--- config.mk ---
export PLATFORM = sky130hd
export DESIGN_NAME = pe_bus_feeder
export DESIGN_NICKNAME = d
export VERILOG_FILES = /design/src/rtl/pe_feeder_pkg.sv /design/src/rtl/pe_feeder_skid_buf.sv /design/src/rtl/pe_bus_feeder.sv
export SDC_FILE = /design/constraint.sdc
export NUM_CORES = 1
export LEC_CHECK = 0
export CAP_MARGIN = 10
export CORE_ASPECT_RATIO = 0.6
export CORE_MARGIN = 2
export CORE_UTILIZATION = 35
export CTS_CLUSTER_DIAMETER = 80
export DETAILED_ROUTE_END_ITERATION = 8
export PLACE_DENSITY_LB_ADDON = 0.2
export REMOVE_ABC_BUFFERS = 1
export SLEW_MARGIN = 15
export SYNTH_ARGS = -nofsm -noshare
export SYNTH_HDL_FRONTEND = slang
export SYNTH_SLANG_ARGS = --single-unit
--- constraint.sdc ---
create_clock -name clk -period 3 [get_ports clk]
set_clock_uncertainty 0.2 [all_clocks]
set_input_delay 0.6 -clock clk [delete_from_list [all_inputs] [get_ports clk]]
set_output_delay 0.6 -clock clk [all_outputs]
set_load 0.02 [all_outputs]
--- src/rtl/pe_feeder_pkg.sv ---
// Shared types and constants for the PE bus feeder: FSM state encoding and skid-buffer sizing.
package pe_feeder_pkg;

  typedef enum logic [1:0] {
    IDLE,
    START,
    STREAM,
    DONE
  } state_t;

  localparam int SKID_DEPTH = 2;
  localparam int OCC_WIDTH  = $clog2(SKID_DEPTH + 1);

endpackage

--- src/rtl/pe_feeder_skid_buf.sv ---
// Two-entry skid buffer between the GBUF read return and the PE port; slot0 is always the head.
module pe_feeder_skid_buf
  import pe_feeder_pkg::*;
#(
  parameter int DATA_WIDTH = 16
) (
  input  logic                  clk,
  input  logic                  rst,
  input  logic                  push,
  input  logic [DATA_WIDTH-1:0] push_data,
  input  logic                  pop,
  output logic [DATA_WIDTH-1:0] head,
  output logic                  empty,
  output logic [OCC_WIDTH-1:0]  occupancy
);

  logic [DATA_WIDTH-1:0] slot0;
  logic [DATA_WIDTH-1:0] slot1;
  logic [OCC_WIDTH-1:0]  count;
  logic                  do_push;
  logic                  do_pop;

  assign do_pop    = pop && (count != '0);
  assign do_push   = push && ((count < OCC_WIDTH'(SKID_DEPTH)) || do_pop);
  assign head      = slot0;
  assign empty     = (count == '0);
  assign occupancy = count;

  // A simultaneous push and pop keeps the count; the new word lands behind whatever survives the pop.
  always_ff @(posedge clk or posedge rst) begin
    if (rst) begin
      slot0 <= '0;
      slot1 <= '0;
      count <= '0;
    end else begin
      case ({do_push, do_pop})
        2'b10: begin
          if (count == '0) slot0 <= push_data;
          else             slot1 <= push_data;
          count <= count + OCC_WIDTH'(1);
        end
        2'b01: begin
          slot0 <= slot1;
          count <= count - OCC_WIDTH'(1);
        end
        2'b11: begin
          if (count == OCC_WIDTH'(1)) begin
            slot0 <= push_data;
          end else begin
            slot0 <= slot1;
            slot1 <= push_data;
          end
        end
        default: ;
      endcase
    end
  end

endmodule

--- src/rtl/pe_bus_feeder.sv ---
// Streams a run of GBUF words into one PE input port with start-load pulse and FIFO-full gating.
// Optional PE_FEEDER_STRIDE_EN adds cmd_stride; otherwise addresses advance by 1.
module pe_bus_feeder
  import pe_feeder_pkg::*;
#(
  parameter int DATA_WIDTH = 16,
  parameter int ADDR_WIDTH = 8,
  parameter int LEN_WIDTH  = 8
) (
  input  logic                  clk,
  input  logic                  rst,
  input  logic                  cmd_valid,
  output logic                  cmd_ready,
  input  logic [ADDR_WIDTH-1:0] cmd_base_addr,
  input  logic [LEN_WIDTH-1:0]  cmd_len,
  input  logic                  cmd_full_column,
`ifdef PE_FEEDER_STRIDE_EN
  input  logic [ADDR_WIDTH-1:0] cmd_stride,
`endif
  output logic                  gbuf_rd_en,
  output logic [ADDR_WIDTH-1:0] gbuf_rd_addr,
  input  logic [DATA_WIDTH-1:0] gbuf_rd_data,
  output logic                  pe_start_load,
  output logic                  pe_load_full_column,
  output logic [DATA_WIDTH-1:0] pe_data,
  output logic                  pe_data_en,
  input  logic                  pe_fifo_full,
  output logic                  busy,
  output logic                  done
);

  state_t                 state;
  logic [LEN_WIDTH-1:0]   len_r;
  logic [LEN_WIDTH-1:0]   issued_cnt;
  logic [LEN_WIDTH-1:0]   xfer_cnt;
  logic [ADDR_WIDTH-1:0]  addr_r;
  logic [ADDR_WIDTH-1:0]  stride;
  logic                   in_flight;
  logic                   accept;
  logic                   pop;
  logic                   buf_empty;
  logic [OCC_WIDTH-1:0]   occupancy;
  logic [OCC_WIDTH:0]     pending;
  logic                   rd_space;

`ifdef PE_FEEDER_STRIDE_EN
  logic [ADDR_WIDTH-1:0] stride_r;

  always_ff @(posedge clk or posedge rst) begin
    if (rst)         stride_r <= '0;
    else if (accept) stride_r <= cmd_stride;
  end

  assign stride = stride_r;
`else
  assign stride = ADDR_WIDTH'(1);
`endif

  assign accept     = cmd_valid && cmd_ready;
  assign pop        = !buf_empty && !pe_fifo_full;
  assign pe_data_en = pop;

  // Words already buffered or in flight, less the one leaving now, must leave room for a new read.
  assign pending    = {1'b0, occupancy} + {{OCC_WIDTH{1'b0}}, in_flight};
  assign rd_space   = pending < ((OCC_WIDTH+1)'(SKID_DEPTH) + {{OCC_WIDTH{1'b0}}, pop});
  assign gbuf_rd_en = ((state == START) || (state == STREAM)) && (issued_cnt < len_r) && rd_space;
  assign gbuf_rd_addr = addr_r;

  always_ff @(posedge clk or posedge rst) begin
    if (rst) begin
      addr_r     <= '0;
      issued_cnt <= '0;
      xfer_cnt   <= '0;
      in_flight  <= 1'b0;
    end else begin
      in_flight <= gbuf_rd_en;
      if (accept) begin
        addr_r     <= cmd_base_addr;
        issued_cnt <= '0;
        xfer_cnt   <= '0;
      end else begin
        if (gbuf_rd_en) begin
          addr_r     <= addr_r + stride;
          issued_cnt <= issued_cnt + LEN_WIDTH'(1);
        end
        if (pop) xfer_cnt <= xfer_cnt + LEN_WIDTH'(1);
      end
    end
  end

  pe_feeder_skid_buf #(
    .DATA_WIDTH (DATA_WIDTH)
  ) u_skid (
    .clk       (clk),
    .rst       (rst),
    .push      (in_flight),
    .push_data (gbuf_rd_data),
    .pop       (pop),
    .head      (pe_data),
    .empty     (buf_empty),
    .occupancy (occupancy)
  );

  always_ff @(posedge clk or posedge rst) begin
    if (rst) begin
      state               <= IDLE;
      len_r               <= '0;
      cmd_ready           <= 1'b1;
      busy                <= 1'b0;
      done                <= 1'b0;
      pe_start_load       <= 1'b0;
      pe_load_full_column <= 1'b0;
    end else begin
      pe_start_load <= 1'b0;
      done          <= 1'b0;
      case (state)
        IDLE: begin
          if (accept) begin
            len_r     <= cmd_len;
            cmd_ready <= 1'b0;
            if (cmd_len != '0) begin
              state               <= START;
              busy                <= 1'b1;
              pe_start_load       <= 1'b1;
              pe_load_full_column <= cmd_full_column;
            end else begin
              state <= DONE;
              done  <= 1'b1;
            end
          end
        end
        START: state <= STREAM;
        STREAM: begin
          if (pop && ((xfer_cnt + LEN_WIDTH'(1)) == len_r)) begin
            state <= DONE;
            busy  <= 1'b0;
            done  <= 1'b1;
          end
        end
        DONE: begin
          state               <= IDLE;
          cmd_ready           <= 1'b1;
          pe_load_full_column <= 1'b0;
        end
        default: state <= IDLE;
      endcase
    end
  end

endmodule

Word-level counts from Yosys, hierarchy flattened
Cells that the tools add are included.
{"block": "totals", "reg_bits": 74, "out_inout_bits": 31, "in_bits": 37, "wordCells": 100}
{"block": "op_classes", "addsub": 7, "eq_ne": 14, "n_lt_le_gt_ge": 3, "mux": 33, "reduce_logical": 29}
{"cell": "16-bit two-way mux", "count": 4}
{"cell": "8-bit two-way mux", "count": 6}
{"cell": "16-bit case mux with 3 select lines", "count": 1}
{"cell": "16-bit case mux with 2 select lines", "count": 1}
{"cell": "8-bit by 1-bit adder with 8-bit output (second input constant)", "count": 3}
{"cell": "2-bit nonzero test", "count": 7}
{"cell": "1-bit two-way mux", "count": 12}
{"cell": "2-bit inequality test (second input constant)", "count": 5}
{"cell": "2-bit equality test (second input constant)", "count": 4}
{"cell": "8-bit equality test", "count": 1}
{"cell": "8-bit less-than comparator", "count": 1}
{"cell": "1-bit case mux with 2 select lines", "count": 4}
{"cell": "2-bit case mux with 4 select lines", "count": 1}
{"cell": "2-bit AND reduction", "count": 4}
{"cell": "8-bit nonzero test", "count": 1}
{"cell": "1-bit logical AND", "count": 7}
{"cell": "2-bit by 1-bit equality test with 1-bit output (second input constant)", "count": 3}
{"cell": "2-bit two-way mux", "count": 3}
{"cell": "3-bit AND reduction", "count": 2}
{"cell": "2-bit zero test", "count": 2}
{"cell": "2-bit case mux with 2 select lines", "count": 1}
{"cell": "4-bit AND reduction", "count": 1}
{"cell": "2-bit by 1-bit adder with 3-bit output", "count": 1}
{"cell": "2-bit by 1-bit adder with 3-bit output (first input constant)", "count": 1}
{"cell": "other kinds (8)", "count": 10}

Logic depth before layout (Yosys ltp)
{"block": "depth", "ltp_word": 9, "ltp_mapped": 12, "depth_no_buf": 11}

Hierarchy
From an unflattened synthesis, not the netlist that was laid out.
{"block": "unflattened", "cells_unflattened": 400, "hier_area_um2": 4051.4}
{"module": "pe_bus_feeder", "area_per_inst_um2": 2337.2, "cells_per_inst": 246, "n_inst": 1, "seq_area_each_um2": 1002.2}
{"module": "pe_feeder_skid_buf", "area_per_inst_um2": 1714.1, "cells_per_inst": 154, "n_inst": 1, "seq_area_each_um2": 850.8}

Worst setup path after synthesis
Ideal clock, no wire load.
{"block": "synth_path", "path_kind": "register -> register", "from": "register u_skid.count[1] (netlist: u_skid.occupancy[1])", "to": "register u_skid.slot1[0]", "path_buffers": 2, "slack_ns": 0.224, "synth_period_minus_slack_ns": 2.776, "arrival_ns": 2.451, "stages_incl_launch_ff": 11, "t_required_ns": 2.675, "setup_ns": 0.125, "cell_sequence": "dfrtp_1 inv_1 ha_1 or2_2 clkinv_1 ha_1 nand2_1 o211a_1 clkbuf_1 buf_2 mux2_2"}
{"block": "synth_between", "elab_chain_cells": 9, "word_cells_on_any_way": 16, "cone_classes": "1 x order compare; 5 x eq/ne; 1 x mux; 9 x reduce/logical"}
{"element": "start, declared", "line": "pe_feeder_skid_buf.sv:19", "source": "logic [OCC_WIDTH-1:0] count;"}
{"element": "start signal, assigned", "line": "pe_feeder_skid_buf.sv:40", "source": "count <= count + OCC_WIDTH'(1);"}
{"element": "start signal, assigned", "line": "pe_feeder_skid_buf.sv:44", "source": "count <= count - OCC_WIDTH'(1);"}
{"element": "2-bit zero test *", "line": "pe_feeder_skid_buf.sv:26", "source": "assign empty = (count == '0);"}
{"element": "1-bit zero test *", "line": "pe_bus_feeder.sv:60", "source": "assign pop = !buf_empty && !pe_fifo_full;"}
{"element": "1-bit logical AND *", "line": "pe_bus_feeder.sv:60"}
{"element": "named net pe_data_en", "line": "pe_bus_feeder.sv:26", "source": "output logic pe_data_en,"}
{"element": "1-bit logical AND *", "line": "pe_feeder_skid_buf.sv:23", "source": "assign do_pop = pop && (count != '0);"}
{"element": "1-bit logical OR", "line": "pe_feeder_skid_buf.sv:24", "source": "assign do_push = push && ((count < OCC_WIDTH'(SKID_DEPTH)) || do_pop);"}
{"element": "1-bit logical AND", "line": "pe_feeder_skid_buf.sv:24"}
{"element": "2-bit equality test", "line": "pe_feeder_skid_buf.sv:36", "source": "case ({do_push, do_pop})"}
{"element": "2-bit inequality test (no line) or 2-bit nonzero test (tied branches)"}
{"element": "3-bit AND reduction (no line)"}
{"element": "end signal, assigned", "line": "pe_feeder_skid_buf.sv:39", "source": "else slot1 <= push_data;"}
{"element": "end signal, assigned", "line": "pe_feeder_skid_buf.sv:51", "source": "slot1 <= push_data;"}
{"element": "end, declared", "line": "pe_feeder_skid_buf.sv:18", "source": "logic [DATA_WIDTH-1:0] slot1;"}
The timed path passes the listed nets; every way through them passes the cells marked *.
A chain may end at the register's enable or synchronous reset.

Final worst setup path
{"block": "layout_path", "from": "register issued_cnt[4]", "to": "output port gbuf_rd_en"}
{"block": "layout_between", "elab_chain_cells": 3}
{"element": "start, declared", "line": "pe_bus_feeder.sv:34", "source": "logic [LEN_WIDTH-1:0] issued_cnt;"}
{"element": "start signal, assigned", "line": "pe_bus_feeder.sv:84", "source": "issued_cnt <= issued_cnt + LEN_WIDTH'(1);"}
{"element": "8-bit less-than comparator", "line": "pe_bus_feeder.sv:66", "source": "assign gbuf_rd_en = ((state == START) || (state == STREAM)) && (issued_cnt < len_r) && rd_space;"}
{"element": "1-bit logical AND (2 in series)", "line": "pe_bus_feeder.sv:66"}
{"element": "end, declared", "line": "pe_bus_feeder.sv:20", "source": "output logic gbuf_rd_en,"}
No other way between the ends.

==> impl_summary.md <==
Drt
The number of vias in the routed layout is 3,009. Wires add up to 9.06 mm. In the final routed layout, each cell accounts on average for 15.1 µm. The number of iterations in the first detailed-routing pass is 7. The remaining antenna violation count after routing is 0. The post-detailed-route DRC marker count is 7.

The number of DRC markers after the initial detailed-route iteration is 120. The post-detailed-route via-to-cell ratio is 5.02.

Synthesis
The average instance area after synthesis is 10.4 µm². Yosys attributes the largest share of cell area to dfrtp_1, mux2_2, ha_1, xnor2_1, a21oi_1. The sequential cell area fraction in the yosys report is 47.6%.

The mapped netlist covers 3890 µm². For this run, the number of Yosys warnings is 0. The biggest area consumer among synthesized cells is dfrtp_1. The fraction of registers with async set/reset is 100%. After technology mapping, the gate count stands at 376. The number of different library cells in the post-synthesis netlist is 49. After synthesis, the most frequently instantiated cells are dfrtp_1, nor2_1, a21oi_1, nand2_1, mux2_2. The proportion of netlist area held by the largest area contributor is 46.9%. Among all cell types in the netlist, the one instantiated most often is dfrtp_1.

The most common flop cell mapped by yosys is dfrtp_1. Counting flops with a built-in enable in the synthesized netlist gives 0. The synthesis-stage register bit count is 74.

Finish
The post-layout instance count excluding filler cells is 599. At the end of the flow, the number of nets in the layout was 512. Of the cells placed in the final design, the portion with a size suffix greater than 1 is 15.7%.

For this run, the share of the core covered by cells in the final layout is 47.8%. The area growth from synthesis to layout is 31.4%. The number of antenna diodes in the final layout is 0.

CTS
The clock passes through at most 2 buffers. The clock tree from TritonCTS is yes. The number of CTS-inserted buffers is 9.

The clock transition at the register clock pins on the worst setup and hold paths after CTS is 0.06 ns. The clock tree root driver cell is clkbuf_16. Counting every sink on the clock net gives 74.

The number of hold buffers added after cts is 0. The clock latency at the later pin of the worst-skew pair is 0.34 ns. The count of H-tree levels built during CTS is 3.

Pwr
In this run the power density over the cells is 1090 nW/µm². The worst voltage drop across the vdd grid is 0.000361 V. After layout, the design draws a total of 5.58 mW. In this run the static leakage power is 2.28 nW.

Worst setup path
STA classifies the critical path startpoint as a flip-flop. The worst setup path is captured at a primary output. The critical path in this run is classified as reg2out.

In this run the worst path has a maximum fanout of 5. For the worst setup path, the data required time is 2.20 ns. The data arrival time of the worst path is 2.04 ns.

STA
The sum of negative setup slack is 0 ns. Setup violations remaining at the end of the flow were counted as 0. The number of hold violations in the final report is 0. Headroom to the max-slew limit came out at 65.5%. Setup repair after global routing left no endpoint under its margin.

On the final layout, the worst hold slack is 0.308 ns. Static timing analysis puts the maximum clock frequency at 352 MHz. Of the available clock period, the critical path in the final layout requires 94.7%. For the pin with the worst max-slew slack, the measured transition is 0.517 ns. The final period demand of the worst path is 2.84 ns. The final max-slew violation count is 0.

Global route
Global routing consumed, on the met1 layer, 23.7% of the routing resources. Global routing consumed, over all layers together, 16.0% of the routing resources. The first global-routing pass estimated 15.0 mm of wire.

The initial antenna violation count is 0. Global routing used 22.6% of the available met2 tracks. met1 is the most crowded layer. The largest net degree at the start of global routing is 43.

The via count of the first global-routing pass came to 2,945. The total overflow left after global routing is 0. Global routing consumed, on the met3 layer, 5.08% of the routing resources.

Placed design
Input and output buffers added on the ports amount to 67. The placed wire-length estimate after detailed placement is 6.52 mm. Routability-driven placement finished with a final weighted congestion of 0.785. The number of placed cells counting well taps is 583.

Floorplan
The die covers 12,000 µm². The effective utilization at floorplan is 36.4%. Pin placement for this block handled 68 I/O pins. The area of the core region is 10,700 µm². The y dimension of the die is 85.7 µm. The floorplan has 29 rows. The chip width is 140 µm.

Run
The max-cap violation count is 0.

Run status
The checks that failed: design-rule violations. The run finished, with violations left.

Min path
The worst hold-check path type is reg2reg.
## through the flow
step | worst slack, ns | area (µm²)
floorplan | 0.271 | 3810
global placement | -0.126 | 4810
detailed placement | -0.114 | 4810
CTS | 0.0241 | 5120
global route | 0.0296 | 5120
finish | 0.159 | 5120
## cell usage in the layout (no fill, tap or decap), types with 2 or more instances in the layout
cell type        Yosys  routed
mux2_2              25      25
a31o_2               3       3
inv_1               22      21
nand4_1              7       7
ha_1                20      20
dfrtp_1             73      73
nand2_1             26      26
o21ai_0             13      13
and3_1               5       5
and2_1               4       4
clkinv_2             0       3
buf_4                0      16
or3_1                2       2
nor3_1               2       2
xor2_1               7       7
or4_1                2       2
nand3_1              9       9
a31oi_1              7       7
a22oi_1             16      16
a21o_1               4       4
buf_12               0       2
clkbuf_8             0       2
xnor2_1             16      16
clkdlybuf4s50_1      0      65
nor2_1              32      32
mux2i_1              7       7
or2_2                2       2
a21oi_1             26      26
clkbuf_16            0       9
nand2b_1             6       6
and4_1               3       3
## flip-flops by register name, summed over array words and instances (netlist names), 2 cells and up
name / cells
u_skid.slot1: 16
len_r: 8
u_skid.occupancy: 2
state: 2
u_skid.head: 16
xfer_cnt: 8
gbuf_rd_addr: 8
issued_cnt: 8
## cells by family after synthesis
logic type	count (synthesis)	share of synthesized area (%)
buffers and inverters	40	4.37
XOR/XNOR	23	5.17
flip-flops	74	47.6
AO/OA/AOI/OAI	86	14.9
adder cells (fa/ha/maj)	20	6.43
AND/OR/NAND/NOR	101	12.5
multiplexers	32	9.03
## area by class of cell
| type | count | area (µm²) |
|---|---|---|
| repair buffers | 85 | 828 |
| clock buffers | 11 | 253 |
| fillers | 983 | 5590 |
| multi-input cells | 262 | 1870 |
| clock inverters | 5 | 52.6 |
| inverters | 23 | 86.3 |
| flip-flops and latches | 74 | 1850 |
| well taps | 139 | 174 |
## repair_timing
| item | CTS | global route |
|---|---|---|
| cloned | 0 | 0 |
| endpoints found under the setup margin | 1 | 2 |
| resized for setup | 2 | 2 |
| pin swaps | 0 | 0 |
| setup buffers | 0 | 0 |
## where the power goes
group | total (mW) | leakage [nW] | internal [mW] | switching, mW
clock network | 1.11 | 0.151 | 0.685 | 0.424
logic | 2.69 | 1.23 | 1.30 | 1.39
registers | 1.78 | 0.898 | 1.44 | 0.334
## metal layers
metal | up-vias | wire length, µm | part of all wire [%]
met3 | 11 | 426 | 4.7
met4 | 0 | 110 | 1.2
met1 | 1454 | 4800 | 53
met5 | - | 0 | 0
li1 | 1493 | - | -
met2 | 51 | 3730 | 41
## final timing paths
check	end	slack, ns	cells past startpoint	start
worst min register to register	u_skid.slot1[13]$_DFFE_PP0P_	0.31	1	u_skid.slot1[13]$_DFFE_PP0P_
min in group asynchronous	u_skid.head[5]$_DFFE_PP0P_	0.40	2	rst
worst max-delay path	gbuf_rd_en	0.16	6	issued_cnt[4]$_DFFE_PP0P_
max in group asynchronous	cmd_ready$_DFFE_PP1P_	1.53	3	rst
worst max register to register	state[1]$_DFFE_PP0P_	0.40	8	u_skid.occupancy[0]$_DFFE_PP0P_
worst min-delay path	u_skid.slot1[13]$_DFFE_PP0P_	0.31	1	u_skid.slot1[13]$_DFFE_PP0P_
## worst max-delay path, stage by stage, from the launching register on
cell	delay (ns)
dfrtp_1	0.42
ha_1	0.31
a21o_1	0.20
a211oi_2	0.23
o21ai_2	0.12
a31oi_4	0.23
clkbuf_2	0.20
No activity file was read; power rests on OpenSTA's default activity.
